### config.mk
export PLATFORM = sky130hd
export DESIGN_NAME = prio_scan_encoder_flat
export DESIGN_NICKNAME = d
export VERILOG_FILES = /design/src/rtl/prio_scan_encoder_if.sv /design/src/rtl/prio_scan_encoder.sv /design/src/flat_wrapper.sv
export SDC_FILE = /design/constraint.sdc
export NUM_CORES = 1
export LEC_CHECK = 0
export CAP_MARGIN = 25
export CORE_MARGIN = 2
export CORE_UTILIZATION = 45
export DETAILED_ROUTE_END_ITERATION = 8
export HOLD_SLACK_MARGIN = 0.03
export PLACE_DENSITY = 0.67
export SLEW_MARGIN = 20
export SYNTH_ARGS = -nofsm -noshare
export SYNTH_HDL_FRONTEND = slang
export SYNTH_SLANG_ARGS = --single-unit
### constraint.sdc
create_clock -name clk -period 2.5 [get_ports clk]
set_input_delay 0.375 -clock clk [delete_from_list [all_inputs] [get_ports clk]]
set_output_delay 0.375 -clock clk [all_outputs]
set_load 0.02 [all_outputs]
### src/rtl/prio_scan_encoder_if.sv
// -----------------------------------------------------------------------------
// prio_scan_encoder_if
//   Handshake bundle for prio_scan_encoder: request-vector capture side
//   (in_valid/in_ready/in_vec) and index-stream side
//   (out_valid/out_ready/out_idx/out_last/out_none[/out_count]).
//
//   Parameters:
//     N     request vector width (N >= 2)
//
//   Signals:
//     in_valid   request vector offered            (master -> slave)
//     in_ready   encoder idle, can capture         (slave  -> master)
//     in_vec     N-bit request vector              (master -> slave)
//     out_valid  out_idx/out_last/out_none valid   (slave  -> master)
//     out_ready  consumer accepts beat             (master -> slave)
//     out_idx    index of current pending bit      (slave  -> master)
//     out_last   final beat for this vector        (slave  -> master)
//     out_none   captured vector was all-zero      (slave  -> master)
//     out_count  popcount of captured vector       (slave  -> master)
//
//   Modports:
//     slave   the encoder
//     master  request source plus index consumer
//
//   Optional feature macro: PRIO_SCAN_COUNT_EN adds out_count.
// -----------------------------------------------------------------------------
interface prio_scan_encoder_if #(
   parameter int unsigned N = 16
);
   localparam int unsigned IDXW = $clog2(N);

   logic            in_valid;
   logic            in_ready;
   logic [N-1:0]    in_vec;
   logic            out_valid;
   logic            out_ready;
   logic [IDXW-1:0] out_idx;
   logic            out_last;
   logic            out_none;
`ifdef PRIO_SCAN_COUNT_EN
   logic [IDXW:0]   out_count;
`endif

   modport slave (
      input  in_valid, in_vec, out_ready,
`ifdef PRIO_SCAN_COUNT_EN
      output out_count,
`endif
      output in_ready, out_valid, out_idx, out_last, out_none
   );

   modport master (
      output in_valid, in_vec, out_ready,
`ifdef PRIO_SCAN_COUNT_EN
      input  out_count,
`endif
      input  in_ready, out_valid, out_idx, out_last, out_none
   );
endinterface

### src/rtl/prio_scan_encoder.sv
// -----------------------------------------------------------------------------
// prio_scan_encoder
//   Sequential priority encoder. Captures an N-bit request vector while idle,
//   then emits the index of every set bit, one per out_valid/out_ready beat,
//   in priority order. An all-zero vector produces a single beat flagged
//   with out_none. No new vector is accepted until the current one is fully
//   drained.
//
//   Parameters:
//     N          request vector width, N >= 2
//     MSB_FIRST  1: highest set index first, 0: lowest set index first
//
//   Ports:
//     clk        clock, rising edge
//     rst_n      asynchronous reset, active low
//     bus        prio_scan_encoder_if.slave (see interface for signal list)
//
//   Optional feature macro: PRIO_SCAN_COUNT_EN
//     defined   -> out_count carries popcount of the captured vector
//     undefined -> out_count and the popcount logic are absent
// -----------------------------------------------------------------------------
module prio_scan_encoder #(
   parameter int unsigned N         = 16,
   parameter int unsigned MSB_FIRST = 1
) (
   input  logic               clk,
   input  logic               rst_n,
   prio_scan_encoder_if.slave bus
);

   localparam int unsigned IDXW = $clog2(N);

   typedef enum logic [1:0] {
      IDLE  = 2'd0,
      SCAN  = 2'd1,
      EMPTY = 2'd2
   } state_t;

   state_t          state;
   logic [N-1:0]    pending;

   logic            in_ready_q;
   logic            valid_q;
   logic [IDXW-1:0] idx_q;
   logic            last_q;
   logic            none_q;

   logic [N-1:0]    clr_mask;
   logic [N-1:0]    scan_src;
   logic [IDXW-1:0] nxt_idx;
   logic            nxt_single;

`ifdef PRIO_SCAN_COUNT_EN
   logic [IDXW:0]   count_q;
   logic [IDXW:0]   in_pop;
`endif

   // The output registers are loaded with the priority decode of the vector
   // that will be pending after this edge: the incoming vector when idle,
   // otherwise pending with the accepted bit removed. This keeps every output
   // a plain flop while still showing the next index in the very next cycle.
   always_comb begin
      clr_mask         = '0;
      clr_mask[idx_q]  = 1'b1;
      if (state == IDLE) begin
         scan_src = bus.in_vec;
      end else begin
         scan_src = pending & ~clr_mask;
      end
   end

   // Last-match-wins loop: ascending order yields the highest set index,
   // descending order yields the lowest.
   always_comb begin
      nxt_idx = '0;
      for (int unsigned i = 0; i < N; i++) begin
         if (MSB_FIRST != 0) begin
            if (scan_src[i]) begin
               nxt_idx = IDXW'(i);
            end
         end else begin
            if (scan_src[N-1-i]) begin
               nxt_idx = IDXW'(N-1-i);
            end
         end
      end
   end

   always_comb begin
      nxt_single = (scan_src != '0) && ((scan_src & (scan_src - N'(1))) == '0);
   end

`ifdef PRIO_SCAN_COUNT_EN
   always_comb begin
      in_pop = '0;
      for (int unsigned i = 0; i < N; i++) begin
         in_pop = in_pop + (IDXW+1)'(bus.in_vec[i]);
      end
   end
`endif

   always_ff @(posedge clk or negedge rst_n) begin
      if (!rst_n) begin
         state      <= IDLE;
         pending    <= '0;
         in_ready_q <= 1'b1;
         valid_q    <= 1'b0;
         idx_q      <= '0;
         last_q     <= 1'b0;
         none_q     <= 1'b0;
`ifdef PRIO_SCAN_COUNT_EN
         count_q    <= '0;
`endif
      end else begin
         unique case (state)
            IDLE: begin
               if (bus.in_valid) begin
                  pending    <= bus.in_vec;
                  in_ready_q <= 1'b0;
                  valid_q    <= 1'b1;
`ifdef PRIO_SCAN_COUNT_EN
                  count_q    <= in_pop;
`endif
                  if (bus.in_vec != '0) begin
                     state  <= SCAN;
                     idx_q  <= nxt_idx;
                     last_q <= nxt_single;
                     none_q <= 1'b0;
                  end else begin
                     state  <= EMPTY;
                     idx_q  <= '0;
                     last_q <= 1'b1;
                     none_q <= 1'b1;
                  end
               end
            end

            SCAN: begin
               if (bus.out_ready) begin
                  pending <= scan_src;
                  if (last_q) begin
                     state      <= IDLE;
                     in_ready_q <= 1'b1;
                     valid_q    <= 1'b0;
                     idx_q      <= '0;
                     last_q     <= 1'b0;
`ifdef PRIO_SCAN_COUNT_EN
                     count_q    <= '0;
`endif
                  end else begin
                     idx_q  <= nxt_idx;
                     last_q <= nxt_single;
                  end
               end
            end

            EMPTY: begin
               if (bus.out_ready) begin
                  state      <= IDLE;
                  pending    <= '0;
                  in_ready_q <= 1'b1;
                  valid_q    <= 1'b0;
                  idx_q      <= '0;
                  last_q     <= 1'b0;
                  none_q     <= 1'b0;
               end
            end

            default: begin
               state      <= IDLE;
               pending    <= '0;
               in_ready_q <= 1'b1;
               valid_q    <= 1'b0;
               idx_q      <= '0;
               last_q     <= 1'b0;
               none_q     <= 1'b0;
            end
         endcase
      end
   end

   assign bus.in_ready  = in_ready_q;
   assign bus.out_valid = valid_q;
   assign bus.out_idx   = idx_q;
   assign bus.out_last  = last_q;
   assign bus.out_none  = none_q;
`ifdef PRIO_SCAN_COUNT_EN
   assign bus.out_count = count_q;
`endif

endmodule

### src/flat_wrapper.sv
// flat-port wrapper written by rule: the top's interface ports become plain ports
module prio_scan_encoder_flat 
#(
   parameter int unsigned N         = 16,
   parameter int unsigned MSB_FIRST = 1
)
  (clk, rst_n, bus_in_valid, bus_in_vec, bus_out_ready, bus_in_ready, bus_out_valid, bus_out_idx, bus_out_last, bus_out_none);
  prio_scan_encoder_if #(.N(N)) bus_i ();
  input  logic clk;
  input  logic rst_n;
  input wire logic [$bits(bus_i.in_valid)-1:0] bus_in_valid;
  input wire logic [$bits(bus_i.in_vec)-1:0] bus_in_vec;
  input wire logic [$bits(bus_i.out_ready)-1:0] bus_out_ready;
  output wire logic [$bits(bus_i.in_ready)-1:0] bus_in_ready;
  output wire logic [$bits(bus_i.out_valid)-1:0] bus_out_valid;
  output wire logic [$bits(bus_i.out_idx)-1:0] bus_out_idx;
  output wire logic [$bits(bus_i.out_last)-1:0] bus_out_last;
  output wire logic [$bits(bus_i.out_none)-1:0] bus_out_none;
  assign bus_i.in_valid = bus_in_valid;
  assign bus_i.in_vec = bus_in_vec;
  assign bus_i.out_ready = bus_out_ready;
  assign bus_in_ready = bus_i.in_ready;
  assign bus_out_valid = bus_i.out_valid;
  assign bus_out_idx = bus_i.out_idx;
  assign bus_out_last = bus_i.out_last;
  assign bus_out_none = bus_i.out_none;
  prio_scan_encoder #(.N(N), .MSB_FIRST(MSB_FIRST)) u_core (.clk(clk), .rst_n(rst_n), .bus(bus_i));
endmodule
Word level (Yosys, flattened, before mapping)
Index checks and enable logic that the tools add are counted.
{"block": "op_classes", "n_addsub": 1, "magnitude_cmp": 2, "eq_ne": 6, "muxes": 52, "n_bitwise": 4, "reduce_logical": 9}
{"cell": "$mux W4", "count": 19}
{"cell": "$mux W16", "count": 4}
{"cell": "$pmux W16 S3", "count": 1}
{"cell": "$and A16 B16 Y16", "count": 2}
{"cell": "$reduce_bool A16 Y1", "count": 2}
{"cell": "$logic_not A16 Y1", "count": 1}
{"cell": "$mux W1", "count": 16}
{"cell": "$not A16 Y16", "count": 1}
{"cell": "$sub A16 B1 Y16 const B", "count": 1}
{"cell": "$pmux W1 S3", "count": 4}
{"cell": "$pmux W4 S3", "count": 1}
{"cell": "$mux W2", "count": 5}
{"cell": "$ne A2 B2 Y1 const B", "count": 3}
{"cell": "$pmux W2 S3", "count": 1}
{"cell": "$reduce_and A3 Y1", "count": 2}
{"cell": "$lt A4 B5 Y1 const B", "count": 1}
{"cell": "$demux W1 S4", "count": 1}
{"cell": "$ge A4 B1 Y1 const B", "count": 1}
{"cell": "$reduce_and A4 Y1", "count": 1}
{"cell": "$eq A2 B1 Y1 const B", "count": 1}
{"cell": "$eq A2 B2 Y1 const B", "count": 1}
{"cell": "$logic_and A1 B1 Y1", "count": 2}
{"cell": "$logic_not A2 Y1", "count": 1}
{"cell": "$ne A2 B1 Y1 const B", "count": 1}
{"cell": "$not A1 Y1", "count": 1}
{"block": "word_totals", "ff_bits": 26, "input_bits": 20}

Longest topological paths before layout
{"block": "logic_depth", "word_depth": 25, "mapped_depth": 8, "ltp_nobuf": 6}

Worst setup path before layout
Ideal clock, no wire load.
{"block": "synth_path", "path_kind": "reg-to-reg", "start": "register u_core.idx_q[2] (netlist: u_core.bus.out_idx[2])", "end": "register u_core.last_q (netlist: u_core.bus.out_last)", "setup_time_ns": 0.087, "arrival_time_ns": 2.249, "t_required_ns": 2.413, "path_slack_ns": 0.165, "stages_incl_launch_ff": 8, "cell_sequence": "dfrtp_1 -> buf_6 -> or4b_4 -> a221o_1 -> a21oi_4 -> a31oi_1 -> o31a_1 -> a211oi_2"}
{"block": "synth_between", "elab_chain_cells": 14, "elab_cells_between_ends": 18}
{"element": "from (decl)", "line_no": "prio_scan_encoder.sv:44", "rtl": "logic [IDXW-1:0] idx_q;"}
{"element": "from (signal assigned)", "line_no": "prio_scan_encoder.sv:126", "rtl": "idx_q <= nxt_idx;"}
{"element": "from (signal assigned)", "line_no": "prio_scan_encoder.sv:151", "rtl": "idx_q <= nxt_idx;"}
{"element": "$lt A4 B5 Y1 (not written as such) / $ge A4 B1 Y1 (equally long branches)", "line_no": "prio_scan_encoder.sv:64", "rtl": "clr_mask[idx_q] = 1'b1;"}
{"element": "$logic_and A1 B1 Y1 (not written as such)", "line_no": "prio_scan_encoder.sv:64"}
{"element": "$mux W1 (not written as such)", "line_no": "prio_scan_encoder.sv:64"}
{"element": "$demux W1 S4 (*)"}
{"element": "$not A16 Y16 (*)", "line_no": "prio_scan_encoder.sv:68", "rtl": "scan_src = pending & ~clr_mask;"}
{"element": "$and A16 B16 Y16 (*)", "line_no": "prio_scan_encoder.sv:68"}
{"element": "$mux W16 (*)", "line_no": "prio_scan_encoder.sv:65", "rtl": "if (state == IDLE) begin"}
{"element": "$sub A16 B1 Y16", "line_no": "prio_scan_encoder.sv:90", "rtl": "nxt_single = (scan_src != '0) && ((scan_src & (scan_src - N'(1))) == '0);"}
{"element": "$and A16 B16 Y16", "line_no": "prio_scan_encoder.sv:90"}
{"element": "$logic_not A16 Y1", "line_no": "prio_scan_encoder.sv:90"}
{"element": "$logic_and A1 B1 Y1 (*)", "line_no": "prio_scan_encoder.sv:90"}
{"element": "$mux W1, on equally long branches", "line_no": "prio_scan_encoder.sv:141, prio_scan_encoder.sv:124"}
{"element": "$mux W1, on equally long branches", "line_no": "prio_scan_encoder.sv:139, prio_scan_encoder.sv:117"}
{"element": "$pmux W1 S3 (*)", "line_no": "prio_scan_encoder.sv:115", "rtl": "unique case (state)"}
{"element": "to (signal assigned)", "line_no": "prio_scan_encoder.sv:127", "rtl": "last_q <= nxt_single;"}
{"element": "to (signal assigned)", "line_no": "prio_scan_encoder.sv:152", "rtl": "last_q <= nxt_single;"}
{"element": "to (decl)", "line_no": "prio_scan_encoder.sv:45", "rtl": "logic last_q;"}
Every way passes the cells marked *; elsewhere a longest branch is shown, timed or not. The select of a mux whose other input is x is not followed.
A chain may end at the register's enable or synchronous reset.

Worst setup path after layout
{"block": "layout_path", "start": "register u_core.idx_q[1] (netlist: u_core.bus.out_idx[1])", "end": "register u_core.last_q (netlist: u_core.bus.out_last)"}
Same word-level chain as after synthesis.

==> flow_summary_export.csv <==
group,metric,value,unit
run_status,status,"finished, final reports clean",
critical_path,worstPathArrival,2.54,ns
timing,worst_slack,0.161,ns
global_routing,grt_pass1_vias,2226,
floorplan,ios,28,
timing,rsz0062_at_grt,"no",
timing,slew_violations,0,
cells_and_area,fill_cells,448,
global_routing,grt_usage,27.2,%
critical_path,crit_type,"flip-flop to flip-flop",
cells_and_area,drive_gt1_share,13.8,%
clock_tree,cts_buffers,3,
logic_synthesis,postSynthCellCount,264,
drt,vias,2340,
floorplan,die_y,73.0,um
logic_synthesis,async_flop_share,100,%
timing,finalHoldViolCount,0,
logic_synthesis,synth_edf_count,0,
global_routing,antenna_found_initial,0,
logic_synthesis,netlist_area,0.00214,mm^2
critical_path,r2r-end,"u_core.bus.out_last$_DFFE_PN0P_",
logic_synthesis,ys.warnings.count,0,
critical_path,r2r_start,"u_core.bus.out_idx[1]$_DFFE_PN0P_",
critical_path,r2r.worst_path.cells,6,
min_path,hold_class,"primary input to async pin",
global_routing,gr-total-overflow,0,
clock_tree,clk_root_buffer_cell,"clkbuf_8",
floorplan,die_area,0.00533,mm^2
critical_path,crit_required,2.70,ns
placed_design,dpl.hpwl,5090,um
drt,drtIter0Drc,161,
critical_path,r2r_slack,0.16,ns
placed_design,port_buffers,27,
cells_and_area,fin_nets,325,
drt,wl,6980,um
cells_and_area,fin_cells,358,
timing,setup_violations,0,
logic_synthesis,ys_seq_elements,26,
timing,slew_headroom,58.8,%
floorplan,die_w,73.0,um
cells_and_area,postLayoutCoreUtil,57.1,%
timing,max_clock_freq,428,MHz
timing,fin_setup_tns,0,ns
drt,antenna_left,0,
timing,holdWs,0.478,ns
power,p_leak,1.08,nW
logic_synthesis,seq_area_frac_synth,30.4,%
logic_synthesis,synth_flop_cell,"dfrtp_1",
run,drv_cap,0,
placed_design,post-place-ws,0.0948,ns
cells_and_area,area_growth,24.2,%
power,pwr_density_cell,1120,mW/mm^2
clock_tree,clockBufferDepth,2,
cells_and_area,antenna_cells,0,
drt,drtPass1Iterations,4,
timing,period_share,93.6,%
clock_tree,cts_num_sinks,26,
floorplan,rows,25,
placed_design,placed_cells,354,
drt,viasPerCell,6.54,
clock_tree,cts_tree,"built",
timing,tightest_slew,0.618,ns
critical_path,path_max_fanout,7,
logic_synthesis,syn_avg_cell_area,8.12,um^2
critical_path,end_kind,"flip-flop",
floorplan,start_util,46.0,%
clock_tree,clock_latency,0.27,ns
floorplan,core,0.00466,mm^2
global_routing,grt_pass1_wl,11200,um
global_routing,grt_max_degree,27,
clock_tree,cts_hold_buf,0,
placed_design,routabilityCongestion,0.916,
timing,fin_worst_skew,0.00413,ns
clock_tree,cts_resized,0,
critical_path,startpoint,"u_core.bus.out_idx[1]$_DFFE_PN0P_",
clock_tree,ctsHtreeMaxLevel,1,
clock_tree,postCtsSetupRepairBufs,0,
drt,drc_errors,0,
timing,final.min_clock_period,2.34,ns
drt,route.detailed.wl_per_inst,19.5,um
logic_synthesis,yosysUniqueCellTypes,61,
power,peakVddDrop,0.496,mV
logic_synthesis,syn-num-nets,284,
clock_tree,cts.clk_slew.worst_paths,0.10,ns
critical_path,startpoint_type,"flip-flop",
## metal layers
| layer | part of all wire (%) | vias up | GRT usage, % |
|---|---|---|---|
| li1 | - | 1106 | - |
| met1 | 44 | 1128 | 36.6 |
| met2 | 47 | 90 | 45.1 |
| met3 | 5.6 | 16 | 2.21 |
| met4 | 2.6 | 0 | 10.3 |
| met5 | 0 | - | 0 |
## synthesized netlist by cell type, types with 4 or more instances
library cell	instances	area share, %
mux2i_1	7	3.3
o211ai_1	6	2.1
a21oi_1	17	4.0
o22ai_1	5	1.5
o21ai_0	28	6.5
o2bb2ai_1	8	3.3
o21ai_1	6	1.4
nor4_1	6	1.8
inv_1	6	1.1
nand2_1	21	3.7
buf_2	5	1.2
dfrtp_1	25	29
clkbuf_1	11	1.9
nor4bb_1	4	1.9
and3_1	5	1.5
nor2_1	17	3.0
nand3_1	6	1.4
a22o_1	11	4.5
## kinds of logic after synthesis
family | after synthesis | synth area share (%)
AOI/OAI and AO/OA | 113 | 36.0
xor gates and xnor gates | 1 | 0.409
adders and majority gates | 1 | 0.467
buffers and inverters | 26 | 5.20
DFF | 26 | 30.4
muxes | 7 | 3.27
and+or+nand+nor | 90 | 24.2
## sequential cells by signal, indices dropped and copies added (netlist names)
name / cells
u_core.bus.out_valid: 1
u_core.state: 2
u_core.bus.in_ready: 1
u_core.bus.out_none: 1
u_core.bus.out_last: 1
u_core.bus.out_idx: 4
u_core.pending: 16
## final cells by class
class	count	area (um^2)	area share (%)
clock buffers	4	55.1	2.07
inverters	7	26.3	0.987
multi-input cells	212	1380	51.9
flip-flops and latches	26	652	24.5
well taps	54	67.6	2.54
repair buffers	55	480	18.1
## critical path, stage by stage (launching register included)
cell and delay (ns):
dfrtp_1 0.50, or4b_4 0.53, a221o_1 0.45, a21oi_4 0.19, a31oi_1 0.10, o31a_1 0.31
a211oi_2 0.18
## power breakdown
group	switching (W)	internal, W
Sequential	0.000151	0.000575
Combinational	0.00107	0.000888
Clock	0.000145	0.000141
Total	0.00137	0.00160
## placed cells by master (no fill, tap or decap), drive strengths merged, types with 5 or more instances in the layout
cell type      Yosys  layout
o21ai             34      34
buf                8      28
clkdlybuf4s50      0      27
dfrtp             25      25
nand2             21      21
a21oi             18      18
nor2              17      17
a22o              11      11
o2bb2ai            8       8
mux2i              7       7
inv                7       7
nand3              6       6
nor4               6       6
o211ai             6       6
o22ai              5       5
and3               5       5
## through the flow
stage	cell area, um^2	power (W)
finish	2660	0.00297
global route	2660	0.00318
detailed placement	2610	0.00266
global placement	2610	0.00265
floorplan	2140	0.00203
CTS	2660	0.00295
## worst max path at each step
stage | slack, ns | cells after the start | to
3_3_place_gp | 0.12 | 7 | u_core.bus.out_last$_DFFE_PN0P_
4_1_cts | 0.17 | 6 | u_core.bus.out_last$_DFFE_PN0P_
5_1_grt | 0.05 | 6 | u_core.bus.out_last$_DFFE_PN0P_
6_report | 0.16 | 6 | u_core.bus.out_last$_DFFE_PN0P_
3_5_place_dp | 0.09 | 7 | u_core.bus.out_last$_DFFE_PN0P_
2_1_floorplan | 0.16 | 7 | u_core.bus.out_last$_DFFE_PN0P_
Power figures use the tool's default switching activity.
